[config.mk]
export PLATFORM = sky130hd
export DESIGN_NAME = ex_muldiv_stage
export DESIGN_NICKNAME = d
export VERILOG_FILES = /design/src/rtl/ex_muldiv_stage.sv
export SDC_FILE = /design/constraint.sdc
export NUM_CORES = 1
export LEC_CHECK = 0
export BUFFER_PORTS_ARGS = -buffer_cell sky130_fd_sc_hd__buf_2
export CORE_AREA = 2 2 252 254
export CTS_BUF_LIST = sky130_fd_sc_hd__clkbuf_4 sky130_fd_sc_hd__clkbuf_8 sky130_fd_sc_hd__clkbuf_16
export DETAILED_ROUTE_END_ITERATION = 6
export DIE_AREA = 0 0 254 256
export PLACE_DENSITY = 0.61
export RECOVER_POWER = 25
export SYNTH_ARGS = -nofsm -noshare
export SYNTH_HDL_FRONTEND = slang
export SYNTH_SLANG_ARGS = --single-unit
[constraint.sdc]
create_clock -name clk -period 7.4 [get_ports clk]
set_clock_uncertainty 0.1 [all_clocks]
set_input_delay 0 -clock clk [delete_from_list [all_inputs] [get_ports clk]]
set_output_delay 0 -clock clk [all_outputs]
set_load 0.01 [all_outputs]
[src/rtl/ex_muldiv_stage.sv]
// Execute stage: ALU, destination select and an iterative 32-step MULTU/DIVU
// unit with HI/LO. While the unit owns the stage, stall holds the upstream
// pipeline registers and a bubble goes forward to EX/MEM.
module ex_muldiv_stage #(
    parameter int unsigned XLEN      = 32,
    parameter int unsigned MD_CYCLES = 32
) (
    input  logic            clk,
    input  logic            rst,
    input  logic [1:0]      WB_in,
    input  logic [1:0]      MEM_in,
    input  logic [3:0]      EX_in,
    input  logic [4:0]      shamt_in,
    input  logic [5:0]      funct_in,
    input  logic [XLEN-1:0] RD1_in,
    input  logic [XLEN-1:0] RD2_in,
    input  logic [XLEN-1:0] immed_in,
    input  logic [4:0]      rt_in,
    input  logic [4:0]      rd_in,
    output logic [1:0]      WB_out,
    output logic [1:0]      MEM_out,
    output logic [XLEN-1:0] alu_out,
    output logic [XLEN-1:0] wdata_out,
    output logic [4:0]      wreg_out,
    output logic            stall,
    output logic [XLEN-1:0] hi_out,
    output logic [XLEN-1:0] lo_out
);

    localparam int unsigned CntW = $clog2(MD_CYCLES);
    localparam logic [CntW-1:0] LastCnt = CntW'(MD_CYCLES - 1);

    localparam logic [5:0] FnMultu = 6'b011001;
    localparam logic [5:0] FnDivu  = 6'b011011;

    typedef enum logic [1:0] {StIdle, StBusy, StDone} state_e;

    state_e            state_q, state_d;
    logic [CntW-1:0]   count_q, count_d;
    // acc_hi/acc_lo: partial product (multu) or remainder/quotient (divu)
    logic [XLEN-1:0]   acc_hi_q, acc_hi_d;
    logic [XLEN-1:0]   acc_lo_q, acc_lo_d;
    // multiplicand or divisor
    logic [XLEN-1:0]   opnd_q, opnd_d;
    logic              is_div_q, is_div_d;
    logic [XLEN-1:0]   hi_q, hi_d;
    logic [XLEN-1:0]   lo_q, lo_d;

    logic [1:0]        alu_op;
    logic [XLEN-1:0]   op_b;
    logic              md_op;
    logic [XLEN:0]     mul_sum;
    logic [XLEN:0]     div_shift;
    logic [XLEN:0]     div_diff;
    logic              div_ge;

    assign alu_op = EX_in[2:1];
    assign op_b   = EX_in[0] ? immed_in : RD2_in;
    assign md_op  = (alu_op == 2'b10) && ((funct_in == FnMultu) || (funct_in == FnDivu));

    // One multiply step: add multiplicand when the low multiplier bit is set
    assign mul_sum   = {1'b0, acc_hi_q} + (acc_lo_q[0] ? {1'b0, opnd_q} : '0);
    // One restoring-divide step; a zero divisor always "fits", which yields
    // an all-ones quotient and the dividend as remainder
    assign div_shift = {acc_hi_q, acc_lo_q[XLEN-1]};
    assign div_diff  = div_shift - {1'b0, opnd_q};
    assign div_ge    = div_shift >= {1'b0, opnd_q};

    // Sequencer and HI/LO state register
    always_ff @(posedge clk or posedge rst) begin
        if (rst) begin
            state_q  <= StIdle;
            count_q  <= '0;
            acc_hi_q <= '0;
            acc_lo_q <= '0;
            opnd_q   <= '0;
            is_div_q <= 1'b0;
            hi_q     <= '0;
            lo_q     <= '0;
        end else begin
            state_q  <= state_d;
            count_q  <= count_d;
            acc_hi_q <= acc_hi_d;
            acc_lo_q <= acc_lo_d;
            opnd_q   <= opnd_d;
            is_div_q <= is_div_d;
            hi_q     <= hi_d;
            lo_q     <= lo_d;
        end
    end

    // Next-state: latch operands, iterate MD_CYCLES steps, commit HI/LO
    always_comb begin
        state_d  = state_q;
        count_d  = count_q;
        acc_hi_d = acc_hi_q;
        acc_lo_d = acc_lo_q;
        opnd_d   = opnd_q;
        is_div_d = is_div_q;
        hi_d     = hi_q;
        lo_d     = lo_q;
        case (state_q)
            StIdle: begin
                if (md_op) begin
                    state_d  = StBusy;
                    count_d  = '0;
                    acc_hi_d = '0;
                    acc_lo_d = RD1_in;
                    opnd_d   = op_b;
                    is_div_d = (funct_in == FnDivu);
                end
            end
            StBusy: begin
                if (is_div_q) begin
                    acc_hi_d = div_ge ? div_diff[XLEN-1:0] : div_shift[XLEN-1:0];
                    acc_lo_d = {acc_lo_q[XLEN-2:0], div_ge};
                end else begin
                    {acc_hi_d, acc_lo_d} = {mul_sum, acc_lo_q[XLEN-1:1]};
                end
                count_d = count_q + 1'b1;
                if (count_q == LastCnt) begin
                    state_d = StDone;
                end
            end
            StDone: begin
                hi_d    = acc_hi_q;
                lo_d    = acc_lo_q;
                state_d = StIdle;
            end
            default: state_d = StIdle;
        endcase
    end

    // ALU result selection
    always_comb begin
        alu_out = '0;
        case (alu_op)
            2'b00: alu_out = RD1_in + op_b;
            2'b01: alu_out = RD1_in - op_b;
            2'b11: alu_out = RD1_in | {{(XLEN-16){1'b0}}, immed_in[15:0]};
            default: begin
                case (funct_in)
                    6'b100000, 6'b100001: alu_out = RD1_in + op_b;
                    6'b100010, 6'b100011: alu_out = RD1_in - op_b;
                    6'b100100: alu_out = RD1_in & op_b;
                    6'b100101: alu_out = RD1_in | op_b;
                    6'b100110: alu_out = RD1_in ^ op_b;
                    6'b100111: alu_out = ~(RD1_in | op_b);
                    6'b101010: alu_out = {{(XLEN-1){1'b0}}, ($signed(RD1_in) < $signed(op_b))};
                    6'b101011: alu_out = {{(XLEN-1){1'b0}}, (RD1_in < op_b)};
                    6'b000000: alu_out = op_b << shamt_in;
                    6'b000010: alu_out = op_b >> shamt_in;
                    6'b000011: alu_out = $signed(op_b) >>> shamt_in;
                    6'b010000: alu_out = hi_q;
                    6'b010010: alu_out = lo_q;
                    default:   alu_out = '0;
                endcase
            end
        endcase
    end

    assign stall     = ((state_q == StIdle) && md_op) || (state_q == StBusy);
    assign WB_out    = stall ? 2'b00 : WB_in;
    assign MEM_out   = stall ? 2'b00 : MEM_in;
    assign wdata_out = RD2_in;
    assign wreg_out  = EX_in[3] ? rd_in : rt_in;
    assign hi_out    = hi_q;
    assign lo_out    = lo_q;

endmodule
# Word-level counts from Yosys, hierarchy flattened
# Index checks and enable logic that the tools add are counted.
# Widths: inputs -> output; s select.
[totals] output_inout_bits=138 wordCells=80 input_bits=127 regBits=168
[op_classes] n_reduce_logical=13 bitwise_logic=5 muxes=19 n_lt_le_gt_ge=3 n_shift=3 eq_ne=24 addsub=5
[ops] op="$pmux 32 s13" count=1
[ops] op="$mux 32" count=7
[ops] op="$pmux 32 s2" count=2
[ops] op="$pmux 32 s3" count=1
[ops] op="$lt 32x32->1" count=2
[ops] op="$sub 32x32->32" count=2
[ops] op="$eq 6x6->1 const B" count=10
[ops] op="$add 32x32->33" count=1
[ops] op="$ge 33x32->1" count=1
[ops] op="$add 32x32->32" count=1
[ops] op="$and 32x32->32" count=1
[ops] op="$not 32->32" count=1
[ops] op="$or 32x16->32" count=1
[ops] op="$or 32x32->32" count=1
[ops] op="$shl 32x5->32" count=1
[ops] op="$shr 32x5->32" count=1
[ops] op="$sshr 32x5->32" count=1
[ops] op="$xor 32x32->32" count=1
[ops] op="$eq 6x5->1 const B" count=4
[ops] op="$eq 6x2->1 const B" count=2
[ops] op="$mux 5" count=2
[ops] op="$pmux 5 s2" count=1
[ops] op="$mux 2" count=4
[ops] op="$eq 2x2->1 const B" count=3
[ops] op="12 further kinds" count=20

# Longest topological paths before layout
# Gate-level depths: netlist of run 1.
[logic_depth] ltp_word=6 ltp_mapped=17 depth_no_buf=15

# Worst setup path after synthesis of run 1
# No wires, ideal clock.
[synth_path] path_kind="reg2reg" startpoint="reg acc_lo_q[0]" endpoint="reg acc_hi_q[25]" setup_time_ns=0.126 setup_slack_ns=3.988 period_less_slack_ns=3.412 required_time_ns=7.174 path_stages_with_launch=14 arrival_time_ns=3.186 path_buffers=1 cell_sequence="dfrtp_1 -> clkbuf_1 -> and2_1 -> ha_1 -> fa_1 -> a211oi_1 -> nor3_1 -> o311a_1 -> o211ai_1 -> a21oi_1 -> or2_1 -> a31oi_1 -> xnor2_1 -> a221o_1"
[synth_via] elab_chain_cells=4
[synth_rtl] item="start: declaration" line="42" rtl="logic [XLEN-1:0] acc_lo_q, acc_lo_d;"
[synth_rtl] item="start signal: assignment" line="84" rtl="acc_lo_q <= acc_lo_d;"
[synth_rtl] item="$mux 32" line="62" rtl="assign mul_sum = {1'b0, acc_hi_q} + (acc_lo_q[0] ? {1'b0, opnd_q} : '0);"
[synth_rtl] item="$add 32x32->33" line="62"
[synth_rtl] item="$mux 32" line="114" rtl="if (is_div_q) begin"
[synth_rtl] item="$pmux 32 s2" line="102" rtl="case (state_q)"
[synth_rtl] item="end signal: assignment" line="83" rtl="acc_hi_q <= acc_hi_d;"
[synth_rtl] item="end: declaration" line="41" rtl="logic [XLEN-1:0] acc_hi_q, acc_hi_d;"
# Every way passes these cells.
# A chain may end at the register's enable or synchronous reset.

# Worst setup path in the final report of run 1
[layout_path] startpoint="in RD2_in[2]" endpoint="out alu_out[26]"
[layout_via] elab_chain_cells=4 elab_cells_between_ends=8 classes_between="2 x add/sub; 3 x shift; 3 x mux"
[layout_rtl] item="start: declaration" line="16" rtl="input logic [XLEN-1:0] RD2_in,"
[layout_rtl] item="$mux 32 *" line="58" rtl="assign op_b = EX_in[0] ? immed_in : RD2_in;"
[layout_rtl] item="$sub 32x32->32 (tied with other cells)" line="139, 144"
[layout_rtl] item="$pmux 32 s13" line="142" rtl="case (funct_in)"
[layout_rtl] item="$pmux 32 s3 *" line="137" rtl="case (alu_op)"
[layout_rtl] item="end: declaration" line="22" rtl="output logic [XLEN-1:0] alu_out,"
# Every way passes the cells marked *; elsewhere a longest branch is shown, timed or not.

==> impl_metrics.py, run 1 <==
metrics = {
    "global_route": {
        "overflow": 0,
        "met1_usage_pct": 42.22,
        "grt_use_met2_pct": 44.35,
        "grtUsageTotal_pct": 30.25,
        "top_usage_layer": "met2",
        "grt_start_max_net_pins": 100,
        "grt_pass1_vias": 22050,
        "grt_first_pass_wirelength_microns": 147900,
        "antenna_found_initial": 9,
        "met3_usage_pct": 6.376,
    },
    "worst_setup_path": {
        "cp-start-kind": "input pin",
        "crit_type": "input pin to output port",
        "r2r-end": "acc_hi_q[29]$_DFFE_PP0P_",
        "crit_arrival_ns": 5.63,
        "r2r_start": "acc_lo_q[0]$_DFFE_PP0P_",
        "critPathRequiredTime_ns": 7.30,
        "crit_path_max_incr_delay_ns": 0.61,
        "cp_cell_sequence": "dlygate4sd3_1 -> clkbuf_1 -> mux2i_1 -> dlygate4sd3_1 -> buf_4 -> ha_1 -> a211oi_1 -> nor4_1 -> o21ai_0 -> a211oi_1 -> o211ai_1 -> nor2b_1 -> o21ai_0 -> mux2i_1 -> xnor2_1 -> o21ai_1 -> buf_2",
        "cp-end-kind": "output port",
        "ff2ff_path_depth": 13,
        "slowest_stage": "nor4_1",
        "cp_max_fo": 10,
        "r2r_slack_ns": 2.95,
    },
    "routing": {
        "viasPerCell": 6.139,
        "initialDrtViolationCount": 3170,
        "antenna_left": 0,
        "routed_wl_microns": 101100,
        "drtPass1Iterations": 7,
        "drc": 0,
        "wl_per_cell_microns": 26.09,
        "vias": 23780,
    },
    "pwr": {
        "powerDensity_nw_per_um2": 239.3,
        "p_leak_uw": 0.01052,
        "irDropWorstVdd_mv": 0.2304,
    },
    "timing": {
        "hold_viol_final": 0,
        "fin_crit_ns": 5.731,
        "tightest_slew_ns": 4.730,
        "rsz0062_at_grt": "no",
        "slew_violations": 107,
        "period_share_pct": 77.45,
        "setup_violations": 0,
        "max_freq_mhz": 174.5,
        "max_slew_margin_pct": -217.0,
        "fin_setup_tns_ns": 0,
    },
    "logic_synthesis": {
        "syn_avg_cell_area_sq_um": 7.864,
        "mappedNetlistNets": 3132,
        "post-synth-top-count-cell": "nand2_1",
        "async_reset_ff_share_pct": 100.0,
        "yosys_warnings": 0,
        "synth_edf_count": 0,
        "synth-main-ff-cell": "dfrtp_1",
        "ys_top_cells_by_area": "dfrtp_1 (19%), ha_1 (9.1%), mux2i_1 (5.7%)",
        "seq_area_frac_synth_pct": 18.84,
        "netlist_top_cells_count": "nand2_1 (282), nor2_1 (245), o21ai_0 (241)",
        "synth_top_area_cell": "dfrtp_1",
        "synthDistinctLibCells": 89,
        "syn_inst": 2838,
        "synth_area_sq_um": 22320,
        "synth.top_cell.area_share_pct": 18.84,
        "ys_ff_latch": 168,
    },
    "layout": {
        "nets": 3302,
        "drive_gt1_share_pct": 14.10,
        "num-fill-cells": 6617,
        "finalInstanceArea_sq_um": 25140,
        "area_growth_pct": 12.64,
    },
    "clocking": {
        "clock-root-buffer": "clkbuf_16",
        "cts_buffers": 17,
        "cts.htree.levels": 4,
        "cts_tree": "yes",
        "cts.sinks": 168,
        "cts_buffer_depth": 2,
        "cts_setup_buffers": 0,
        "clkTransAtPathRegs_ns": 0.08,
        "clk_latency_ns": 0.47,
    },
    "status": {
        "status": "complete, but fails checks",
        "violations": "capacitance limit, slew limit",
    },
    "placed_design": {
        "dp_hpwl_microns": 78150,
        "routabilityCongestion": 1.020,
        "port_buffers": 264,
        "placed_area_sq_um": 24040,
    },
    "hold_path": {
        "holdCritPathClass": "input pin to flop",
        "hold_end": "opnd_q[30]$_DFFE_PP0P_",
        "hp-start": "immed_in[30]",
        "hold-path-cell-count": 3,
    },
    "floorplanning": {
        "start_util_pct": 35.77,
        "die_h_microns": 256,
        "dieArea_sq_um": 65020,
        "die_w_microns": 254,
        "core_area_sq_um": 62390,
        "floorplan.rows": 92,
        "ios": 265,
    },
    "flow_run": {
        "max_cap_viol_count": 2,
    },
}
cell type report:
| type | instances | area [sq um] | area share, % |
|---|---|---|---|
| diodes | 6 | 15.01 | 0.05973 |
| clock buffers | 17 | 425.4 | 1.692 |
| clock inverters | 15 | 173.9 | 0.6918 |
| inverters | 150 | 564.3 | 2.245 |
| multi-input cells | 2297 | 16500 | 65.65 |
| flip-flops and latches | 168 | 4205 | 16.73 |
| well taps | 846 | 1059 | 4.211 |
| repair buffers | 374 | 2192 | 8.720 |
worst max-delay path, delay by kind of cell:
family	cells	cell delay, ns
xor+xnor	1	0.17
fa+ha+maj	1	0.51
buf+inv	5	1.70
simple gates	2	0.83
mux	2	0.29
compound gates	6	2.12
kinds of logic (layout without fill, tap and decap cells):
logic type	after synthesis	in the layout	share of synthesized area (%)
AOI/OAI and AO/OA	904	904	25.91
and+or+nand+nor	823	823	16.98
buffers and inverters	373	556	7.462
muxes	270	270	16.09
DFF	168	168	18.84
adders and majority gates	167	167	9.497
xor gates and xnor gates	133	133	5.219
other	0	6	0
sequential cells by signal, summed over array words and instances (netlist names):
signal / flops
acc_hi_q: 32
lo_out: 32
opnd_q: 32
hi_out: 32
is_div_q: 1
state_q: 2
count_q: 5
acc_lo_q: 32
per-stage QoR:
step	util, %	hold WS [ns]	setup slack, ns	power, uW	instances
after floorplan	-	-0.008235	2.753	3985	2838
after global placement	38.53	0.1087	2.304	4951	3775
after detailed placement	38.53	0.1026	2.234	4951	3775
after CTS	40.46	0.002736	1.977	5953	3867
after global routing	40.29	0.03300	1.567	6430	3871
final	40.29	0.02502	1.669	6015	3873
report_power, final:
group	leakage [uW]	switching, uW	internal (uW)
Combinational	0.00834	2200	1470
Sequential	0.00188	279	1110
Clock	0.000293	468	485
Total	0.0105	2950	3070
what timing repair did:
action / 4_1_cts / 5_1_grt
hold endpoints to repair: 145 / 0
hold buffers: 60 / 0
gates resized for setup: 0 / 0
metal layers:
metal | vias up | share of wire [%]
met4 | 6 | 5.2
met1 | 11460 | 42
met2 | 1352 | 43
met5 | - | 0.037
li1 | 10710 | -
met3 | 255 | 9.8
layout by cell type, fill, tap and decap left out, types with 59 or more instances in the layout:
cell type and n:
clkbuf_1 90, o21ai_0 241, dfrtp_1 167, mux2_2 82, dlygate4sd3_1 60, a21oi_1 227
a211oi_1 59, inv_1 141, mux2i_1 126, ha_1 163, buf_2 171, nand2_1 282
nor2_1 243, xnor2_1 104
how the worst max path moves through the flow:
| stage | startpoint | cells past startpoint | slack (ns) | end |
|---|---|---|---|---|
| global placement | EX_in[0] | 14 | 2.30 | alu_out[29] |
| floorplan | rst | 1 | 2.75 | acc_hi_q[0]$_DFFE_PP0P_ |
| global route | RD2_in[2] | 17 | 1.57 | alu_out[26] |
| finish | RD2_in[2] | 17 | 1.67 | alu_out[26] |
| CTS | RD2_in[2] | 17 | 1.98 | alu_out[26] |
| detailed placement | EX_in[0] | 13 | 2.23 | alu_out[29] |
No activity file was read; power rests on OpenSTA's default activity.
==> run 2, diff against run 1 <==
--- a/config.mk
+++ b/config.mk
@@ -10,7 +10,7 @@
 export CTS_BUF_LIST = sky130_fd_sc_hd__clkbuf_4 sky130_fd_sc_hd__clkbuf_8 sky130_fd_sc_hd__clkbuf_16
 export DETAILED_ROUTE_END_ITERATION = 6
 export DIE_AREA = 0 0 254 256
-export PLACE_DENSITY = 0.61
+export PLACE_DENSITY = 0.62
 export RECOVER_POWER = 25
 export SYNTH_ARGS = -nofsm -noshare
 export SYNTH_HDL_FRONTEND = slang
==> constraint.sdc (replaced) <==
create_clock -name clk -period 5 [get_ports clk]
set_clock_uncertainty 0.1 [all_clocks]
set_input_delay 0 -clock clk [delete_from_list [all_inputs] [get_ports clk]]
set_output_delay 0 -clock clk [all_outputs]
set_load 0.01 [all_outputs]
==> impl_metrics.py, run 2 (synthesis gave the netlist of run 1 again) <==
metrics = {
    "placed_design": {
        "routabilityCongestion": 1.039,
        "placed_area_sq_um": 24350,
        "pre_cts_slack_ns": 0.5610,
        "port_buffers": 264,
        "dp_hpwl_microns": 78990,
    },
    "worst_setup_path": {
        "cp-end-kind": "output port",
        "crit_type": "input pin to output port",
        "r2r_start": "opnd_q[0]$_DFFE_PP0P_",
        "r2r-end": "acc_hi_q[29]$_DFFE_PP0P_",
        "slowest_stage": "dlygate4sd3_1",
        "crit_path_max_incr_delay_ns": 0.59,
        "cp-start-kind": "input pin",
        "cp_cell_sequence": "dlygate4sd3_1 -> buf_2 -> mux2i_1 -> dlygate4sd3_1 -> buf_4 -> ha_1 -> or2_2 -> o211ai_1 -> a31oi_1 -> o31ai_1 -> a2bb2oi_2 -> o31ai_2 -> o311ai_0 -> xor2_1 -> o21ai_0 -> a211o_1 -> buf_2",
        "critPathRequiredTime_ns": 4.90,
        "crit_arrival_ns": 4.82,
        "r2r_slack_ns": 0.88,
        "cp_max_fo": 5,
        "ff2ff_path_depth": 12,
    },
    "clocking": {
        "clock-root-buffer": "clkbuf_16",
        "clkTransAtPathRegs_ns": 0.08,
        "cts_buffer_depth": 2,
        "cts.sinks": 168,
        "cts_tree": "yes",
        "cts_buffers": 17,
        "clk_latency_ns": 0.50,
        "cts.htree.levels": 4,
    },
    "routing": {
        "drc": 0,
        "wl_per_cell_microns": 25.85,
        "drtPass1Iterations": 7,
        "vias": 24260,
        "antenna_left": 0,
        "viasPerCell": 6.163,
        "routed_wl_microns": 101800,
        "initialDrtViolationCount": 3303,
    },
    "layout": {
        "area_growth_pct": 15.81,
        "final_cell_mix": "nand2_1 (282), nor2_1 (243), o21ai_0 (240)",
        "regArea_sq_um": 4205,
        "finalInstanceArea_sq_um": 25850,
        "drive_gt1_share_pct": 16.90,
        "nets": 3370,
        "layout_commonest_cell": "nand2_1",
        "fin_util_pct": 41.43,
        "multi_input_area_sq_um": 16540,
        "num-fill-cells": 6574,
    },
    "pwr": {
        "seq_power_share_pct": 23.1,
        "powerDensity_nw_per_um2": 346.7,
        "sw_frac_of_total_pct": 48.76,
        "p_leak_uw": 0.01092,
        "irDropWorstVdd_mv": 0.3049,
        "combinationalPowerShare_pct": 61.2,
        "switchingPower_uw": 4370,
        "internal-power_uw": 4593,
        "clock_power_share_pct": 15.7,
    },
    "global_route": {
        "grt_pass1_vias": 22840,
        "grt_start_max_net_pins": 91,
        "grt_first_pass_wirelength_microns": 149900,
        "antenna_found_initial": 5,
        "overflow": 0,
        "grtUsageTotal_pct": 30.66,
    },
    "timing": {
        "max_slew_margin_pct": -146.9,
        "setup_violations": 0,
        "slew_violations": 91,
        "tightest_slew_ns": 3.703,
        "fin_setup_tns_ns": 0,
        "period_share_pct": 98.32,
        "rsz0062_at_grt": "no",
        "worst_slack_ns": 0.08402,
        "fin_crit_ns": 4.916,
        "hold_slack_ns": 0.02978,
        "hold_viol_final": 0,
        "max_freq_mhz": 203.4,
    },
    "floorplanning": {
        "floorplan.rows": 92,
        "die_w_microns": 254,
        "start_util_pct": 35.77,
        "ios": 265,
        "dieArea_sq_um": 65020,
        "core_area_sq_um": 62390,
        "die_h_microns": 256,
    },
    "hold_path": {
        "holdCritPathClass": "input pin to flop",
        "hold_end": "opnd_q[8]$_DFFE_PP0P_",
        "hold-path-cell-count": 4,
        "hp-start": "RD2_in[8]",
    },
    "flow_run": {
        "max_cap_viol_count": 1,
    },
    "status": {
        "violations": "capacitance limit, slew limit",
        "status": "complete, but fails checks",
    },
}
-- run 2: changes by cell type in the layout (fill, tap and decap cells not counted), moves of 4 or more --
cell,change
dlygate4sd3_1,+30
buf_4,+36
clkbuf_1,-53
diode_2,-4
buf_2,+53
-- run 2: per-stage QoR --
| stage | std cells | power, uW |
|---|---|---|
| after floorplan | 2838 | 5898 |
| after global placement | 3813 | 7353 |
| after detailed placement | 3813 | 7354 |
| after CTS | 3935 | 8869 |
| after global routing | 3937 | 9591 |
| final | 3937 | 8962 |
-- run 2: worst max path at each step --
stage	start	end	slack [ns]	cells after the start
final	immed_in[1]	alu_out[31]	0.08	17
after global routing	RD2_in[9]	alu_out[29]	0.01	16
after CTS	immed_in[18]	alu_out[29]	0.1	15
after detailed placement	EX_in[0]	alu_out[29]	0.56	16
after global placement	EX_in[0]	alu_out[26]	0.57	17
after floorplan	rst	acc_hi_q[0]$_DFFE_PP0P_	0.35	1
-- run 2: routing by layer --
metal	GRT usage, %	vias to the layer above	share of wire, %
li1	-	10850	-
met1	42.47	11680	42
met2	44.88	1453	42
met3	6.082	277	9.6
met4	15.74	6	5.8
met5	0	-	0.040
-- run 2: power groups by stage --
stage	logic, uW	registers (uW)	clock network, uW
finish	5480	2070	1410
CTS	5360	2060	1450
global route	5990	2120	1480
global placement	5270	2080	0
floorplan	4000	1890	0
detailed placement	5270	2090	0
-- run 2: critical path, delay by kind of cell --
kind	cells	cell delay, ns
buffers and inverters	5	1.57
AO/OA/AOI/OAI	8	2.46
adder cells (fa/ha/maj)	1	0.21
multiplexers	1	0.10
AND/OR/NAND/NOR	1	0.30
XOR/XNOR	1	0.16
-- run 2: timing repair --
| item | in CTS | in global routing |
|---|---|---|
| buffers inserted | 0 | 0 |
| gates resized for setup | 0 | 10 |
| hold buffers | 90 | 0 |
| endpoints found under the setup margin | 0 | 5 |
| endpoints found under the hold margin | 149 | 0 |
-- run 2: final cells by class --
cell class	count	share of cell area, %
Clock inverter	15	0.6971
Timing Repair Buffer	442	11.10
Antenna cell	2	0.01936
Inverter	150	2.178
Tap cell	846	4.095
Sequential cell	168	16.27
Multi-Input combinational cell	2297	63.99
Clock buffer	17	1.646
